===== config.mk =====
export PLATFORM = sky130hd
export DESIGN_NAME = rotary_position_flat
export DESIGN_NICKNAME = d
export VERILOG_FILES = /design/src/rtl/rotary_position_pkg.sv /design/src/rtl/rotary_position_if.sv /design/src/rtl/rotary_accel.sv /design/src/rtl/rotary_position.sv /design/src/flat_wrapper.sv
export SDC_FILE = /design/constraint.sdc
export NUM_CORES = 1
export LEC_CHECK = 0
export CORE_ASPECT_RATIO = 0.75
export CORE_MARGIN = 2
export CORE_UTILIZATION = 30
export DETAILED_ROUTE_END_ITERATION = 12
export GPL_TIMING_DRIVEN = 0
export PLACE_DENSITY_LB_ADDON = 0.15
export SLEW_MARGIN = 20
export SYNTH_ARGS = -nofsm -noshare
export SYNTH_HDL_FRONTEND = slang
export SYNTH_SLANG_ARGS = --single-unit

===== constraint.sdc =====
create_clock -name i_clk -period 3.6 [get_ports i_clk]
set_clock_uncertainty 0.05 [all_clocks]
set_input_delay 0.72 -clock i_clk [delete_from_list [all_inputs] [get_ports i_clk]]
set_output_delay 0.72 -clock i_clk [all_outputs]
set_load 0.02 [all_outputs]

===== src/rtl/rotary_position_pkg.sv =====
// Shared constants for the rotary encoder position tracker.
// Holds direction encodings (shared with the encoder decoder) and
// the bound-handling mode selectors.
package rotary_position_pkg;

    // Step direction as carried on i_cnt_cw
    localparam logic CW  = 1'b1;
    localparam logic CCW = 1'b0;

    // Bound handling mode, selected by the WRAP parameter
    localparam int unsigned MODE_SAT  = 0;
    localparam int unsigned MODE_WRAP = 1;

endpackage : rotary_position_pkg


===== src/rtl/rotary_position_if.sv =====
// Step/load/event bundle between the encoder decoder, the position
// tracker and the position consumer.
//   i_cnt, i_cnt_cw        : step strobe and direction
//   i_load, i_load_value   : synchronous position load
//   i_ready                : consumer accepts the change event
//   o_pos, o_valid, o_limit: position, change-pending flag, bound pulse
interface rotary_position_if #(
    parameter int unsigned WIDTH = 8
) ();

    logic             i_cnt;
    logic             i_cnt_cw;
    logic             i_load;
    logic [WIDTH-1:0] i_load_value;
    logic             i_ready;
    logic [WIDTH-1:0] o_pos;
    logic             o_valid;
    logic             o_limit;

    modport master (
        output i_cnt, i_cnt_cw, i_load, i_load_value, i_ready,
        input  o_pos, o_valid, o_limit
    );

    modport slave (
        input  i_cnt, i_cnt_cw, i_load, i_load_value, i_ready,
        output o_pos, o_valid, o_limit
    );

endinterface : rotary_position_if


===== src/rtl/rotary_accel.sv =====
// Step-size selection for the rotary position tracker.
// Counts cycles since the last step strobe (saturating at FAST_GAP) and
// remembers the last direction; a quick repeat in the same direction
// selects ACCEL_STEP, anything else selects 1.
//   i_clk, i_rst_n : clock, async active-low reset
//   i_cnt, i_cnt_cw: step strobe and direction
//   o_step_c       : step size for the strobe presented this cycle
module rotary_accel
    import rotary_position_pkg::*;
#(
    parameter int unsigned FAST_GAP   = 8,
    parameter int unsigned ACCEL_STEP = 3,
    parameter int unsigned SW         = 9
) (
    input  logic          i_clk,
    input  logic          i_rst_n,
    input  logic          i_cnt,
    input  logic          i_cnt_cw,
    output logic [SW-1:0] o_step_c
);

    localparam int unsigned GW = (FAST_GAP > 0) ? $clog2(FAST_GAP + 1) : 1;
    localparam logic [GW-1:0] GAP_MAX = GW'(FAST_GAP);

    logic [GW-1:0] r_gap;
    logic          r_dir;
    logic          w_fast;

    // Gap counter and last direction; every strobe counts, even a discarded one
    always_ff @(posedge i_clk or negedge i_rst_n) begin
        if (!i_rst_n) begin
            r_gap <= GAP_MAX;
            r_dir <= CW;
        end else if (i_cnt) begin
            r_gap <= '0;
            r_dir <= i_cnt_cw;
        end else if (r_gap < GAP_MAX) begin
            r_gap <= r_gap + GW'(1);
        end
    end

    // A reversal never accelerates
    assign w_fast   = (r_gap < GAP_MAX) && (i_cnt_cw == r_dir);
    assign o_step_c = w_fast ? SW'(ACCEL_STEP) : SW'(1);

endmodule : rotary_accel


===== src/rtl/rotary_position.sv =====
// Rotary encoder position register with acceleration, saturate or wrap
// at the bounds, priority load, and a coalescing change event.
//   i_clk, i_rst_n : clock, async active-low reset
//   bus (slave)    : step/load inputs, i_ready, o_pos/o_valid/o_limit
module rotary_position
    import rotary_position_pkg::*;
#(
    parameter int unsigned WIDTH      = 8,
    parameter int unsigned POS_MIN    = 0,
    parameter int unsigned POS_MAX    = 255,
    parameter int unsigned WRAP       = 0,
    parameter int unsigned FAST_GAP   = 8,
    parameter int unsigned ACCEL_STEP = 3,
    parameter int unsigned RESET_POS  = POS_MIN
) (
    input  logic        i_clk,
    input  logic        i_rst_n,
    rotary_position_if.slave bus
);

    // One extra bit so pos + step never overflows
    localparam int unsigned XW = WIDTH + 1;
    localparam logic [XW-1:0] MIN_X  = XW'(POS_MIN);
    localparam logic [XW-1:0] MAX_X  = XW'(POS_MAX);
    localparam logic [XW-1:0] SPAN_X = XW'(POS_MAX - POS_MIN + 1);

    logic [WIDTH-1:0] r_pos;
    logic             r_valid;
    logic             r_limit;

    logic [XW-1:0]    w_step;
    logic [XW-1:0]    w_pos_x;
    logic [XW-1:0]    w_off;
    logic [XW-1:0]    w_res;
    logic             w_over;
    logic [XW-1:0]    w_load_x;
    logic [WIDTH-1:0] w_next;
    logic             w_limit;
    logic             w_changed;

    rotary_accel #(
        .FAST_GAP  (FAST_GAP),
        .ACCEL_STEP(ACCEL_STEP),
        .SW        (XW)
    ) u_accel (
        .i_clk   (i_clk),
        .i_rst_n (i_rst_n),
        .i_cnt   (bus.i_cnt),
        .i_cnt_cw(bus.i_cnt_cw),
        .o_step_c(w_step)
    );

    assign w_pos_x = {1'b0, r_pos};
    assign w_off   = w_pos_x - MIN_X;

    // Stepped position; w_over flags a clamp (saturate mode only)
    always_comb begin
        w_res  = w_pos_x;
        w_over = 1'b0;
        if (bus.i_cnt_cw == CW) begin
            if (WRAP == MODE_WRAP) begin
                if ((w_off + w_step) >= SPAN_X) begin
                    w_res = MIN_X + w_off + w_step - SPAN_X;
                end else begin
                    w_res = MIN_X + w_off + w_step;
                end
            end else if ((w_pos_x + w_step) > MAX_X) begin
                w_res  = MAX_X;
                w_over = 1'b1;
            end else begin
                w_res = w_pos_x + w_step;
            end
        end else begin
            if (w_off >= w_step) begin
                w_res = w_pos_x - w_step;
            end else if (WRAP == MODE_WRAP) begin
                w_res = w_pos_x + SPAN_X - w_step;
            end else begin
                w_res  = MIN_X;
                w_over = 1'b1;
            end
        end
    end

    // Load value clamped into range regardless of mode
    always_comb begin
        w_load_x = {1'b0, bus.i_load_value};
        if (w_load_x > MAX_X) begin
            w_load_x = MAX_X;
        end else if (w_load_x < MIN_X) begin
            w_load_x = MIN_X;
        end
    end

    // Load wins over a same-cycle step
    always_comb begin
        w_next  = r_pos;
        w_limit = 1'b0;
        if (bus.i_load) begin
            w_next = WIDTH'(w_load_x);
        end else if (bus.i_cnt) begin
            w_next  = WIDTH'(w_res);
            w_limit = w_over;
        end
    end

    assign w_changed = (w_next != r_pos);

    // Event stays pending until accepted; a fresh change re-arms it
    always_ff @(posedge i_clk or negedge i_rst_n) begin
        if (!i_rst_n) begin
            r_pos   <= WIDTH'(RESET_POS);
            r_valid <= 1'b0;
            r_limit <= 1'b0;
        end else begin
            r_pos   <= w_next;
            r_limit <= w_limit;
            r_valid <= w_changed | (r_valid & ~bus.i_ready);
        end
    end

    assign bus.o_pos   = r_pos;
    assign bus.o_valid = r_valid;
    assign bus.o_limit = r_limit;

endmodule : rotary_position


===== src/flat_wrapper.sv =====
// flat-port wrapper written by rule: the top's interface ports become plain ports
module rotary_position_flat import rotary_position_pkg::*;
#(
    parameter int unsigned WIDTH      = 8,
    parameter int unsigned POS_MIN    = 0,
    parameter int unsigned POS_MAX    = 255,
    parameter int unsigned WRAP       = 0,
    parameter int unsigned FAST_GAP   = 8,
    parameter int unsigned ACCEL_STEP = 3,
    parameter int unsigned RESET_POS  = POS_MIN
)
  (i_clk, i_rst_n, bus_i_cnt, bus_i_cnt_cw, bus_i_load, bus_i_load_value, bus_i_ready, bus_o_pos, bus_o_valid, bus_o_limit);
  rotary_position_if #(.WIDTH(WIDTH)) bus_i ();
  input  logic i_clk;
  input  logic i_rst_n;
  input wire logic [$bits(bus_i.i_cnt)-1:0] bus_i_cnt;
  input wire logic [$bits(bus_i.i_cnt_cw)-1:0] bus_i_cnt_cw;
  input wire logic [$bits(bus_i.i_load)-1:0] bus_i_load;
  input wire logic [$bits(bus_i.i_load_value)-1:0] bus_i_load_value;
  input wire logic [$bits(bus_i.i_ready)-1:0] bus_i_ready;
  output wire logic [$bits(bus_i.o_pos)-1:0] bus_o_pos;
  output wire logic [$bits(bus_i.o_valid)-1:0] bus_o_valid;
  output wire logic [$bits(bus_i.o_limit)-1:0] bus_o_limit;
  assign bus_i.i_cnt = bus_i_cnt;
  assign bus_i.i_cnt_cw = bus_i_cnt_cw;
  assign bus_i.i_load = bus_i_load;
  assign bus_i.i_load_value = bus_i_load_value;
  assign bus_i.i_ready = bus_i_ready;
  assign bus_o_pos = bus_i.o_pos;
  assign bus_o_valid = bus_i.o_valid;
  assign bus_o_limit = bus_i.o_limit;
  rotary_position #(.WIDTH(WIDTH), .POS_MIN(POS_MIN), .POS_MAX(POS_MAX), .WRAP(WRAP), .FAST_GAP(FAST_GAP), .ACCEL_STEP(ACCEL_STEP), .RESET_POS(RESET_POS)) u_core (.i_clk(i_clk), .i_rst_n(i_rst_n), .bus(bus_i));
endmodule

==> results.ini, run 1 <==
[cells_and_area]
antenna_cells=0
finalNetCount=232
drive_above_1_share=0.129
area_delta_synth_final_pct=27.2
nFillCells=473

[logic_synthesis]
syn_inst=182
synthFlopType=dfrtp_1
seq_area_frac_synth=0.263
ys_types=52
yosysWarnings=0
ys_ff_latch=15
synth_area_per_cell_um2=7.90
syn_nets=203
netlist_area_um2=1440
async_reset_ff_frac=1.00
synth_edf_count=0

[timing]
fmax_mhz=289
fin_crit_ps=3460
rsz0062_at_grt=false
setup_viol=0
fin_crit_sh=0.961
tns_ps=0
fin_ws_ps=140
hold_viol=0
slew_headroom=0.514
slew_viol_final=0
worst_pin_slew_ps=727

[detailed_routing]
post_drt_wl_per_cell_um=15.6
drc=0
finalWirelength_mm=4.17
viasPerCell=5.34
route.vias.total=1425
drtIter0Drc=122
dr.pass1.iters=4
drtAntennaViolNets=0

[die]
ios=24
die_height_um=64.0
core_area_um2=4550
start_util=0.316
rows=21
die-area_um2=5370
die_x_um=83.9

[worst_setup_path]
crit_family=compound AO/OA/AOI/OAI gates
timing.rr.end=u_core.bus.o_valid$_DFF_PN0_
cp.required_ps=3690
cp_slowest_cell=fa_2
end_kind=flop
worstPathMaxFanout=10
r2r.worst_path.cells=10
reg2reg_slack_ps=430
critPathMaxStageDelay_ps=440
path_class=input pin to flop
worstPathArrival_ps=3550
reg2reg_from=u_core.bus.o_pos[0]$_DFF_PN0_
start_kind=input pin
crit_buf_inv=2
crit_path_cell_trace=buf_2 -> buf_6 -> xnor2_1 -> nand2b_1 -> fa_2 -> nand3b_1 -> nor3_1 -> a21boi_0 -> a32o_1 -> or2_2 -> o22a_1 -> a2111o_1

[outcome]
status=completed

[clocking]
clkSinkCount=15
cts_made_buffers=3
cts_htree_levels=1
clock_path_buffers=2
insertion_delay_ps=260
cts_root_buffer=clkbuf_8
clk_pin_slew_ps=70
cts_tree=built

[grt]
grtUsageMet2=0.221
use_met3=0.0491
grt_pass1_vias=1277
grt_usage=0.161
grt_max_degree=16
use_met1=0.245
antenna_found_initial=0
grt_pass1_wl_mm=6.77
overflow=0
grt.busiest_layer=met1

[power]
pwr-share-clk=0.229
ir_worst_vdd_mv=0.134
pwr-share-comb=0.450
seq_power_share=0.321
leakagePower_nw=0.735
p_int_w=0.000384
power.density_nw_per_um2=349
switching_share=0.398
power_switching_w=0.000254

[place]
io_buffers=22
dp_hpwl_mm=3.18
gp_congestion=0.883
pre_cts_slack_ps=-510

[hold_path]
holdPathStages=2
min-delay-start=u_core.u_accel.r_dir$_DFFE_PN1P_
hold_end=u_core.u_accel.r_dir$_DFFE_PN1P_
holdCritPathClass=flop to flop

[run]
cap_violations=0

==> per-layer routing <==
metal	routed length, um	vias to the layer above
li1	-	702
met1	2190	673
met2	1680	44
met3	261	6
met4	31	0
met5	0	-
==> flip-flops by register name, summed over array words and instances (netlist names) <==
register	count
u_core.bus.o_pos	8
u_core.bus.o_limit	1
u_core.u_accel.r_gap	4
u_core.bus.o_valid	1
u_core.u_accel.r_dir	1
==> placed cells by master (no fill, tap or decap), types with 3 or more instances in the layout <==
| master | n |
|---|---|
| nand2_1 | 24 |
| clkdlybuf4s50_1 | 22 |
| nor2_1 | 15 |
| inv_1 | 14 |
| dfrtp_1 | 13 |
| o21ai_0 | 10 |
| a21oi_1 | 9 |
| buf_2 | 5 |
| xnor2_1 | 5 |
| or3_1 | 5 |
| a31oi_1 | 5 |
| ha_1 | 5 |
| nand2b_1 | 4 |
| nor3_1 | 4 |
| nor2b_1 | 4 |
| xor2_1 | 4 |
| clkbuf_1 | 3 |
| clkbuf_8 | 3 |
==> worst register-to-register path, delay by kind of cell (launching register included) <==
kind	cells	cell delay [ps]
compound gates	4	1020
simple gates	3	750
fa+ha+maj	1	490
flops	1	370
buf+inv	2	360
==> cell type report <==
type,instances,area [um^2],area share
Sequential cell,15,378,0.207
Inverter,14,52.6,0.0287
Buffer,11,62.6,0.0342
Tap cell,57,71.3,0.0390
Clock inverter,1,5.00,0.00274
Clock buffer,3,41.3,0.0226
Timing Repair Buffer,24,235,0.129
Multi-Input combinational cell,142,982,0.537
==> logic make-up (layout without fill, tap and decap cells) <==
kind of cell | count (synthesis) | in the layout | synth area share
compound gates | 52 | 52 | 0.264
xor+xnor | 9 | 9 | 0.0548
fa+ha+maj | 7 | 7 | 0.0714
buf+inv | 25 | 53 | 0.0740
flops | 15 | 15 | 0.263
mux | 2 | 2 | 0.0139
simple gates | 72 | 72 | 0.259
==> power groups by stage <==
stage | registers (W) | clock network (W) | logic (W)
5_1_grt | 0.000207 | 0.000162 | 0.000318
6_report | 0.000204 | 0.000146 | 0.000287
3_3_place_gp | 0.000208 | 0 | 0.000277
2_1_floorplan | 0.000218 | 0 | 0.000174
3_5_place_dp | 0.000208 | 0 | 0.000274
4_1_cts | 0.000205 | 0.000153 | 0.000278
==> metrics by stage <==
step | cells | area, um^2 | utilization | power [W] | hold slack, ps
global route | 267 | 1830 | 0.402 | 0.000687 | 455
detailed placement | 261 | 1730 | 0.381 | 0.000482 | 431
finish | 267 | 1830 | 0.402 | 0.000638 | 436
CTS | 265 | 1780 | 0.392 | 0.000636 | 441
global placement | 261 | 1730 | 0.381 | 0.000485 | 420
floorplan | 182 | 1440 | - | 0.000391 | 374
==> worst max-delay path by stage <==
stage	startpoint	endpoint	cells past startpoint
after floorplan	bus_i_cnt_cw	u_core.bus.o_valid$_DFF_PN0_	12
after detailed placement	bus_i_cnt_cw	u_core.bus.o_valid$_DFF_PN0_	12
after global routing	bus_i_cnt_cw	u_core.bus.o_valid$_DFF_PN0_	12
final	bus_i_cnt_cw	u_core.bus.o_valid$_DFF_PN0_	12
after CTS	bus_i_cnt_cw	u_core.bus.o_valid$_DFF_PN0_	12
after global placement	bus_i_cnt_cw	u_core.bus.o_valid$_DFF_PN0_	12
==> synth_stat cells, drive strengths merged (3+ instances only) <==
library cell	n	area, um^2
ha	5	62.6
nor2b	4	25.0
or3	5	31.3
dfrtp	13	325
nor3	4	20.0
o21ai	12	60.1
xnor2	5	43.8
a21boi	3	26.3
nor4	4	40.0
buf	6	35.0
inv	14	52.6
clkbuf	5	18.8
xor2	4	35.0
a21oi	10	50.1
nand2	24	90.1
nand2b	4	25.0
a31oi	6	52.6
nor2	16	62.6
==> repair_timing <==
item,4_1_cts,5_1_grt
setup buffers,0,2
resized for setup,3,8
hold buffers,0,0
pin swaps,1,2
gates cloned,0,0
setup endpoints to repair,1,1
(Power assumes the default switching activity.)
==> run 2: changes to the inputs <==
--- a/config.mk
+++ b/config.mk
@@ -5,12 +5,14 @@
 export SDC_FILE = /design/constraint.sdc
 export NUM_CORES = 1
 export LEC_CHECK = 0
+export ABC_CLOCK_PERIOD_IN_PS = 3600
 export CORE_ASPECT_RATIO = 0.75
 export CORE_MARGIN = 2
 export CORE_UTILIZATION = 30
 export DETAILED_ROUTE_END_ITERATION = 12
 export GPL_TIMING_DRIVEN = 0
 export PLACE_DENSITY_LB_ADDON = 0.15
+export SETUP_SLACK_MARGIN = 0.4
 export SLEW_MARGIN = 20
 export SYNTH_ARGS = -nofsm -noshare
 export SYNTH_HDL_FRONTEND = slang
==> run 2 against run 1 <==
  * Register-to-register slack improved by 180 ps
  * Global-route usage grew 1.7 points
  * Cell area grew 16%
  * Non-clock buffer count grew 18
  * Wire length up 13%
  * Clock power is 3% higher
  * Critical path type unchanged
  * Largest cell class unchanged
==> results.ini, run 2 (synthesized netlist as in run 1, its figures left out) <==
[cells_and_area]
area_delta_synth_final_pct=46.9  ; was 27.2%
design_area_um2=2110  ; was 1830 um^2
finalNetCount=250  ; was 232
final_cell_mix=nand2_1, clkdlybuf4s50_1, buf_4, nor2_1  ; was nand2_1, clkdlybuf4s50_1, nor2_1, inv_1, dfrtp_1
largest_reg_flops=8  ; unchanged
antenna_cells=0  ; unchanged
layout.cells.most_common=nand2_1  ; unchanged
drive_above_1_share=0.259  ; was 0.129
final_core_util=0.465  ; was 0.402

[hold_path]
min-delay-start=u_core.u_accel.r_dir$_DFFE_PN1P_  ; unchanged
holdCritPathClass=flop to flop  ; unchanged

[worst_setup_path]
reg2reg_slack_ps=610  ; was 430 ps
worstPathMaxFanout=3  ; was 10
crit_top_cell=clkbuf_16
crit_buf_inv=3  ; was 2
r2r.worst_path.cells=11  ; was 10
crit_family=simple AND/OR/NAND/NOR gates  ; was compound AO/OA/AOI/OAI gates
timing.critical_path.from=bus_i_cnt_cw  ; unchanged
crit_end=u_core.bus.o_valid$_DFF_PN0_  ; unchanged
timing.rr.end=u_core.bus.o_valid$_DFF_PN0_  ; unchanged
cp.depth=13  ; was 12
critPathMaxStageDelay_ps=510  ; was 440 ps
reg2reg_from=u_core.u_accel.r_dir$_DFFE_PN1P_  ; was u_core.bus.o_pos[0]$_DFF_PN0_
worstPathArrival_ps=3240  ; was 3550 ps
end_kind=flop  ; unchanged
path_class=input pin to flop  ; unchanged
start_kind=input pin  ; unchanged
cp.required_ps=3700  ; was 3690 ps
crit_path_cell_trace=clkbuf_16 -> clkbuf_16 -> xnor2_4 -> nand2b_4 -> inv_2 -> fa_2 -> or4b_4 -> nor4_4 -> nor2_2 -> a31oi_4 -> nor3b_2 -> a221o_1 -> a2111o_1  ; was buf_2 -> buf_6 -> xnor2_1 -> nand2b_1 -> fa_2 -> nand3b_1 -> nor3_1 -> a21boi_0 -> a32o_1 -> or2_2 -> o22a_1 -> a2111o_1
cp_slowest_cell=or4b_4  ; was fa_2

[timing]
hold_viol=0  ; unchanged
fin_crit_ps=3140  ; was 3460 ps
hold_ws_ps=467  ; was 436 ps
slew_headroom=0.519  ; was 0.514
worst_pin_slew_ps=720  ; was 727 ps
fin_crit_sh=0.873  ; was 0.961
rsz0062_at_grt=true  ; was false
slew_viol_final=0  ; unchanged
fmax_mhz=318  ; was 289 MHz
tns_ps=0  ; unchanged
setup_viol=0  ; unchanged

[clocking]
cts_htree_levels=1  ; unchanged
clock_path_buffers=2  ; unchanged
cts_root_buffer=clkbuf_8  ; unchanged
holdBufCountCts=0  ; unchanged
clkSinkCount=15  ; unchanged
insertion_delay_ps=260  ; about the same
cts_made_buffers=3  ; unchanged
clk_pin_slew_ps=70  ; about the same
cts_tree=built  ; unchanged

[die]
core_area_um2=4550  ; unchanged
ios=24  ; unchanged
die_height_um=64.0  ; unchanged
die_x_um=83.9  ; unchanged
rows=21  ; unchanged
start_util=0.316  ; unchanged
die-area_um2=5370  ; unchanged

[power]
total_power_w=0.000719  ; was 0.000638 W
power.density_nw_per_um2=340  ; was 349 nW/um^2
ir_worst_vdd_mv=0.180  ; was 0.134 mV
leakagePower_nw=0.866  ; was 0.735 nW

[detailed_routing]
viasPerCell=5.40  ; was 5.34
dr.pass1.iters=5  ; was 4
finalWirelength_mm=4.70  ; was 4.17 mm
drc=0  ; unchanged
drtAntennaViolNets=0  ; unchanged
post_drt_wl_per_cell_um=16.5  ; was 15.6 um
drtIter0Drc=131  ; was 122
route.vias.total=1538  ; was 1,425

[place]
dp_hpwl_mm=3.19  ; was 3.18 mm
placed_area_um2=1770  ; was 1730 um^2
gp_congestion=0.825  ; was 0.883
io_buffers=22  ; unchanged

[outcome]
status=completed  ; unchanged

[grt]
grt_pass1_wl_mm=7.51  ; was 6.77 mm
grt_pass1_vias=1477  ; was 1,277
grt_max_degree=16  ; unchanged
overflow=0  ; unchanged
antenna_found_initial=0  ; unchanged
grt_usage=0.178  ; was 0.161

[run]
cap_violations=0  ; unchanged

-- run 2: cell count changes in the layout (fill, tap and decap cells not counted), moves of 2 or more --
| cell | previous run | this run |
|---|---|---|
| buf_4 | 2 | 19 |
| clkbuf_16 | 0 | 2 |
| nand2b_1 | 4 | 2 |
| nand2b_4 | 0 | 2 |
-- run 2: how the worst min path moves through the flow --
stage	cells past startpoint	to
3_3_place_gp	2	u_core.u_accel.r_dir$_DFFE_PN1P_
6_report	2	u_core.u_accel.r_dir$_DFFE_PN1P_
4_1_cts	2	u_core.u_accel.r_dir$_DFFE_PN1P_
2_1_floorplan	0	u_core.bus.o_limit$_DFF_PN0_
3_5_place_dp	2	u_core.u_accel.r_dir$_DFFE_PN1P_
5_1_grt	2	u_core.u_accel.r_dir$_DFFE_PN1P_
-- run 2: report_power, final --
part | switching [W] | total (W) | internal (W)
registers | 0.0000229 | 0.000208 | 0.000185
clock network | 0.0000728 | 0.000150 | 0.0000772
logic | 0.000196 | 0.000360 | 0.000165
total | 0.000292 | 0.000719 | 0.000427
-- run 2: per-stage QoR --
step	setup WS, ps	cells
5_1_grt	387	285
4_1_cts	374	281
2_1_floorplan	245	182
3_5_place_dp	-261	261
3_3_place_gp	-324	261
6_report	457	285
-- run 2: final cells by class --
| cell class | instances | area, um^2 |
|---|---|---|
| clock buffer | 3 | 41.3 |
| fill | 473 | 2430 |
| sequential | 15 | 378 |
| buffer | 11 | 96.3 |
| inverter | 14 | 52.6 |
| tap | 57 | 71.3 |
| timing repair buffer | 42 | 374 |
| clock inverter | 1 | 5.00 |
| multi-input combinational | 142 | 1090 |
-- run 2: worst reg2reg max path: cells and delay by family (launching register included) --
| kind | cells | cell delay (ps) |
|---|---|---|
| AO/OA/AOI/OAI | 3 | 810 |
| XOR/XNOR | 1 | 130 |
| adder cells (fa/ha/maj) | 1 | 200 |
| buffers and inverters | 1 | 80 |
| flip-flops | 1 | 580 |
| AND/OR/NAND/NOR | 5 | 1030 |
-- run 2: what timing repair did --
action                                  in CTS  in global routing
gates cloned                                 0                  0
endpoints found under the setup margin       1                  1
gates resized for setup                     11                 13
pin swaps                                   10                 17
setup buffers                               16                  4
-- run 2: per-layer routing --
layer  up-vias  GRT usage  wire length (um)
li1        741          -                 -
met1       746      0.259              2320
met2        46      0.284              2100
met3         5     0.0284               248
met4         0     0.0242                29
met5         -          0                 0
==> variant 1, RTL diff (config.mk and constraints of run 1) <==
`WIDTH` is set to 8 in 3 places; all go to 10.
--- a/src/rtl/rotary_position_if.sv
+++ b/src/rtl/rotary_position_if.sv
@@ -5,7 +5,7 @@
 //   i_ready                : consumer accepts the change event
 //   o_pos, o_valid, o_limit: position, change-pending flag, bound pulse
 interface rotary_position_if #(
-    parameter int unsigned WIDTH = 8
+    parameter int unsigned WIDTH = 10
 ) ();
 
     logic             i_cnt;
--- a/src/rtl/rotary_position.sv
+++ b/src/rtl/rotary_position.sv
@@ -5,7 +5,7 @@
 module rotary_position
     import rotary_position_pkg::*;
 #(
-    parameter int unsigned WIDTH      = 8,
+    parameter int unsigned WIDTH      = 10,
     parameter int unsigned POS_MIN    = 0,
     parameter int unsigned POS_MAX    = 255,
     parameter int unsigned WRAP       = 0,
--- a/src/flat_wrapper.sv
+++ b/src/flat_wrapper.sv
@@ -1,7 +1,7 @@
 // flat-port wrapper written by rule: the top's interface ports become plain ports
 module rotary_position_flat import rotary_position_pkg::*;
 #(
-    parameter int unsigned WIDTH      = 8,
+    parameter int unsigned WIDTH      = 10,
     parameter int unsigned POS_MIN    = 0,
     parameter int unsigned POS_MAX    = 255,
     parameter int unsigned WRAP       = 0,
Interface: changed (resized bus_i_load_value and bus_o_pos); port bits go from 24 to 28. No check against the original RTL was run, so the function may have changed too.
==> variant 1 against run 1 <==
  * Wire length is 38% higher
  * Clock power is 3% higher
  * First-iteration DRC count is 34% higher
  * Non-clock buffer count is 11 higher
  * Sequential cell count is 2 higher
  * Setup slack worse by 48 ps
  * Largest power group unchanged
  * Final area is 24% higher
  * Final cell count is 25% higher
  * Power is 29% higher
  * Area after synthesis is 21% higher
  * Register-to-register slack worse by 60 ps
  * Highest routed layer unchanged
==> variant 1: results (changes against run 1) <==
run_status:
  status: "completed"
placed_design:
  dp_hpwl_um: 4420  # +39%
  gp_congestion: 0.930  # +5.3%
  placed_cell_area_um2: 2090  # +21%
  port_buffers: 26  # +18%
final_layout:
  nets: 282  # +22%
  nFillCells: 578  # +22%
  largest_reg_flops: 10  # +2
  layout-drive-gt1-share_pct: 15.1  # +2.3 points
global_routing:
  antenna_found_initial: 0  # unchanged
  track_usage_pct: 18.5  # +2.4 points
  grt_max_degree: 18  # +2
  grt_pass1_vias: 1644  # +29%
  grt_pass1_wl_um: 9400  # +39%
yosys:
  synth_cell_types: 54  # +3.8%
  ys.flop_type: "dfrtp_1"
  yosysWarnings: 0  # unchanged
  async_flop_share_pct: 100  # unchanged
  seq_area_frac_synth_pct: 24.6  # -1.7 points
  synthTopCellsByCount: "nor2_1 (34), dfrtp_1 (15), o21ai_0 (13)"
  syn_nets: 246  # +21%
  synth_area_leaders: "dfrtp_1 (22%), nor2_1 (7.3%), xnor2_1 (5.5%)"
sta:
  timing.hold.ws_ps: 427  # -8.99 ps
  tightest_slew_ps: 784  # +57.6 ps
setup_path:
  slowest_delay_ps: 430
  rr_startpoint: "u_core.u_accel.r_dir"
  cp_slowest_cell: "fa_2"
  critPathLaunch: "bus_i_cnt_cw"
  regToRegSetupSlack_ps: 370  # -60 ps
  critPathArrivalTime_ps: 3580  # +30 ps
  reg2regPathDepth: 11  # +1
min_path:
  holdPathEnd: "u_core.u_accel.r_dir"
  holdPathStages: 2  # unchanged
  hold_start: "u_core.u_accel.r_dir"
power_and_ir_drop:
  worst_ir_drop_vdd_mv: 0.123  # -8.5%
  p_leak_nw: 0.889  # +21%
  p_clk_mw: 0.151  # +3%
  seq_power_mw: 0.227  # +11%
  p_sw_mw: 0.349  # +37%
  p_per_area_nw_per_um2: 363  # +4.0%
clock_network:
  cts_buffers: 3  # unchanged
  cts_setup_buffers: 1  # +1
  insertion_delay_ps: 260  # about the same
  post_cts_resized: 6  # +3
  clkTransAtPathRegs_ps: 80
routing:
  routed_via_density: 5.39  # +1.1%
  wirelength_um: 5750  # +38%
  dr.pass1.iters: 6  # +2
  drt-initial-drc-count: 164  # +34%
## variant 1: cell types whose count changed after synthesis, moves of 3 or more
cell and delta:
nand4_1 +3, nand3_1 +3, xnor2_1 +6, o22ai_1 +4, nand2_1 -14, o21ai_0 +3
or3_1 -3, nor3_1 +8, mux2i_1 +4, nor2_1 +19, a21o_1 +3
## variant 1: metrics by stage
| stage | std cells | setup WS, ps | utilization (%) |
|---|---|---|---|
| after global placement | 324 | -823 | 38.3 |
| after detailed placement | 324 | -755 | 38.3 |
| final | 333 | 91.9 | 41.4 |
| after CTS | 329 | 6.23 | 39.6 |
| after floorplan | 223 | 130 | - |
| after global routing | 333 | 2.03 | 41.4 |
## variant 1: cell type report
type,instances,share of cell area (%)
inverters,12,1.99
plain buffers,15,4.10
clock inverters,1,0.221
clock buffers,3,1.83
multi-input cells,179,55.6
well taps,75,4.15
repair buffers,31,13.2
flip-flops and latches,17,18.9
## variant 1: critical path: cells and delay by family
family	cells	cell delay (ps)
and+or+nand+nor	6	1440
AOI/OAI and AO/OA	3	520
adders and majority gates	1	430
buffers and inverters	2	330
xor gates and xnor gates	1	130
## variant 1: routing by layer
layer,vias to the layer above,part of all wire [%],global-route usage [%]
met5,-,0,0
met4,0,1.3,3.15
met3,10,7.4,3.45
met2,92,41,25.1
met1,823,50,30.0
li1,871,-,-
## variant 1: kinds of logic (layout without fill, tap and decap cells)
kind of cell	Yosys count	count (layout)	share of synthesized area (%)
and+or+nand+nor	93	93	28.5
AOI/OAI and AO/OA	58	58	22.5
buffers and inverters	27	62	7.49
DFF	17	17	24.6
xor gates and xnor gates	15	15	7.56
adders and majority gates	7	7	5.90
muxes	6	6	3.46
==> variant 2, RTL diff (settings of run 1) <==
Without the edit above. Reset style: synchronous (`i_rst_n`), changed in 2 clocked blocks. Comments in the files are not updated.
--- a/src/rtl/rotary_accel.sv
+++ b/src/rtl/rotary_accel.sv
@@ -27,7 +27,7 @@
     logic          w_fast;
 
     // Gap counter and last direction; every strobe counts, even a discarded one
-    always_ff @(posedge i_clk or negedge i_rst_n) begin
+    always_ff @(posedge i_clk) begin
         if (!i_rst_n) begin
             r_gap <= GAP_MAX;
             r_dir <= CW;
--- a/src/rtl/rotary_position.sv
+++ b/src/rtl/rotary_position.sv
@@ -107,7 +107,7 @@
     assign w_changed = (w_next != r_pos);
 
     // Event stays pending until accepted; a fresh change re-arms it
-    always_ff @(posedge i_clk or negedge i_rst_n) begin
+    always_ff @(posedge i_clk) begin
         if (!i_rst_n) begin
             r_pos   <= WIDTH'(RESET_POS);
             r_valid <= 1'b0;
Behaviour: differs if i_rst_n is asserted again (counterexample within 4 cycles, from zero or initial values and one cycle with i_rst_n low); with i_rst_n held inactive, the same outputs for 10 cycles.
==> variant 2 against run 1 <==
  * Wire length grew 23%
  * Count of clock-buffer cells in the layout is the same
  * Clock power is essentially flat
  * Area after synthesis grew 7.2%
  * Sequential cell count is the same
  * Combinational power shrank 13%
  * Final area grew 10%
  * Power shrank 7.5%
  * Setup slack lost 4.5 ps
  * Critical endpoint is now u_core.bus.o_valid
  * Largest power group unchanged
  * Highest routed layer unchanged
==> variant 2: results (changes against run 1) <==
run_status:
  status: "completed"
power_and_ir_drop:
  p_leak_nw: 0.739  # +0.42%
  worst_ir_drop_vdd_mv: 0.126  # -6.2%
  p_sw_mw: 0.226  # -11%
routing:
  wirelength_um: 5150  # +23%
  dr.pass1.iters: 4  # unchanged
  dr_total_vias: 1666  # +17%
  drt-initial-drc-count: 116  # -4.9%
setup_path:
  slowest_delay_ps: 580  # +140 ps
  cp_slowest_cell: "or4b_4"
  critPathArrivalTime_ps: 3610  # +60 ps
  cp_top_family: "compound AO/OA/AOI/OAI gates"
  crit_fanout: 10  # unchanged
  reg2regPathDepth: 9  # -1
global_routing:
  grt_pass1_wl_um: 8530  # +26%
  grt_max_degree: 11  # -5
  track_usage_pct: 19.5  # +3.4 points
  antenna_found_initial: 0  # unchanged
  grt_pass1_vias: 1570  # +23%
final_layout:
  n_antenna_cell: 0  # unchanged
  layout-drive-gt1-share_pct: 14.6  # +1.8 points
  nets: 261  # +13%
  largest_reg_flops: 8  # unchanged
  nFillCells: 511  # +8.0%
sta:
  relSlewSlack_pct: 60.0  # +8.6 points
yosys:
  yosysWarnings: 0  # unchanged
  synthTopCellsByCount: "nand2_1 (18), nor2_1 (17), dfxtp_1 (15)"
  async_flop_share_pct: 0  # -100 points
  seq_area_frac_synth_pct: 19.5  # -6.8 points
  synth_cell_types: 52  # unchanged
  synth_area_leaders: "dfxtp_1 (19%), a21oi_1 (4.5%), nand2_1 (4.4%)"
  syn_nets: 229  # +13%
  ys.flop_type: "dfxtp_1"
  synth_edf_count: 0  # unchanged
clock_network:
  cts_buffers: 3  # unchanged
  insertion_delay_ps: 260  # about the same
  htreeDepth: 1  # unchanged
  root_buffer: "clkbuf_8"
  clkTransAtPathRegs_ps: 70  # about the same
  clock_path_buffers: 2  # unchanged
placed_design:
  port_buffers: 23  # +4.5%
  gp_congestion: 0.878  # -0.57%
  dp_hpwl_um: 3890  # +22%
min_path:
  holdPathStages: 2  # unchanged
  hold_path.class: "reg2reg"
## variant 2: cell count changes in the layout (fill, tap and decap cells not counted), sizes merged, moves of 4 or more
cell	delta
o21a	+4
o211ai	+5
dfrtp	-13
dfxtp	+15
o2111ai	+4
nand2	-6
inv	-5
a21oi	+4
nand3	+5
clkbuf	+6
## variant 2: final timing paths
kind                                               from                      end  slack (ps)
worst max-delay path                       bus_i_cnt_cw       u_core.bus.o_valid         140
worst min register to register  u_core.u_accel.r_gap[2]  u_core.u_accel.r_gap[2]         490
worst max register to register      u_core.bus.o_pos[1]       u_core.bus.o_valid         760
worst min-delay path            u_core.u_accel.r_gap[2]  u_core.u_accel.r_gap[2]         490
## variant 2: power groups by stage
stage	sequential [mW]	combinational (mW)	clock, mW
final	0.195	0.249	0.146
after global routing	0.197	0.272	0.157
after CTS	0.195	0.243	0.148
after detailed placement	0.198	0.226	0
after global placement	0.198	0.227	0
after floorplan	0.202	0.144	0
## variant 2: timing repair
| action | CTS | global route |
|---|---|---|
| setup endpoints to repair | 10 | 3 |
| buffers inserted | 2 | 3 |
| pin swaps | 1 | 6 |
| resized for setup | 15 | 7 |
| hold buffers | 0 | 0 |
## variant 2: layout make-up
class                   instances  area, um^2  share of cell area, %
plain buffers                  14        77.6                   3.85
clock buffers                   3        41.3                   2.05
clock inverters                 1        5.00                  0.248
inverters                       9        33.8                   1.68
multi-input cells             169        1210                   60.2
flip-flops and latches         15         300                   14.9
well taps                      60        75.1                   3.73
repair buffers                 28         269                   13.4
## variant 2: cells by family after synthesis
kind of cell	count (synthesis)	share of synthesized area, %
simple gates	76	26.1
fa+ha+maj	7	6.66
buf+inv	24	6.33
flops	15	19.5
xor+xnor	14	8.44
compound gates	68	30.3
mux	4	2.68
## variant 2: metrics by stage
step	cells	total power, mW	setup WS (ps)	cell area [um^2]	setup TNS, ps
after global routing	299	0.627	18.5	2010	0
after floorplan	208	0.345	3.94	1540	0
after CTS	297	0.587	13.1	1980	0
after global placement	291	0.425	-1190	1850	-6530
final	299	0.590	135	2010	0
after detailed placement	291	0.424	-1160	1850	-6310
## variant 2: worst min-delay path, stage by stage, from the launching register on
cell,delay [ps]
dfxtp_1,340
xnor2_1,90
nor2_1,70
## variant 2: metal layers
| layer | vias to the layer above | GRT usage [%] | part of all wire, % |
|---|---|---|---|
| li1 | 830 | - | - |
| met1 | 788 | 29.7 | 53 |
| met2 | 44 | 27.7 | 41 |
| met3 | 4 | 4.00 | 5.5 |
| met4 | 0 | 3.91 | 0.84 |
| met5 | - | 0 | 0 |
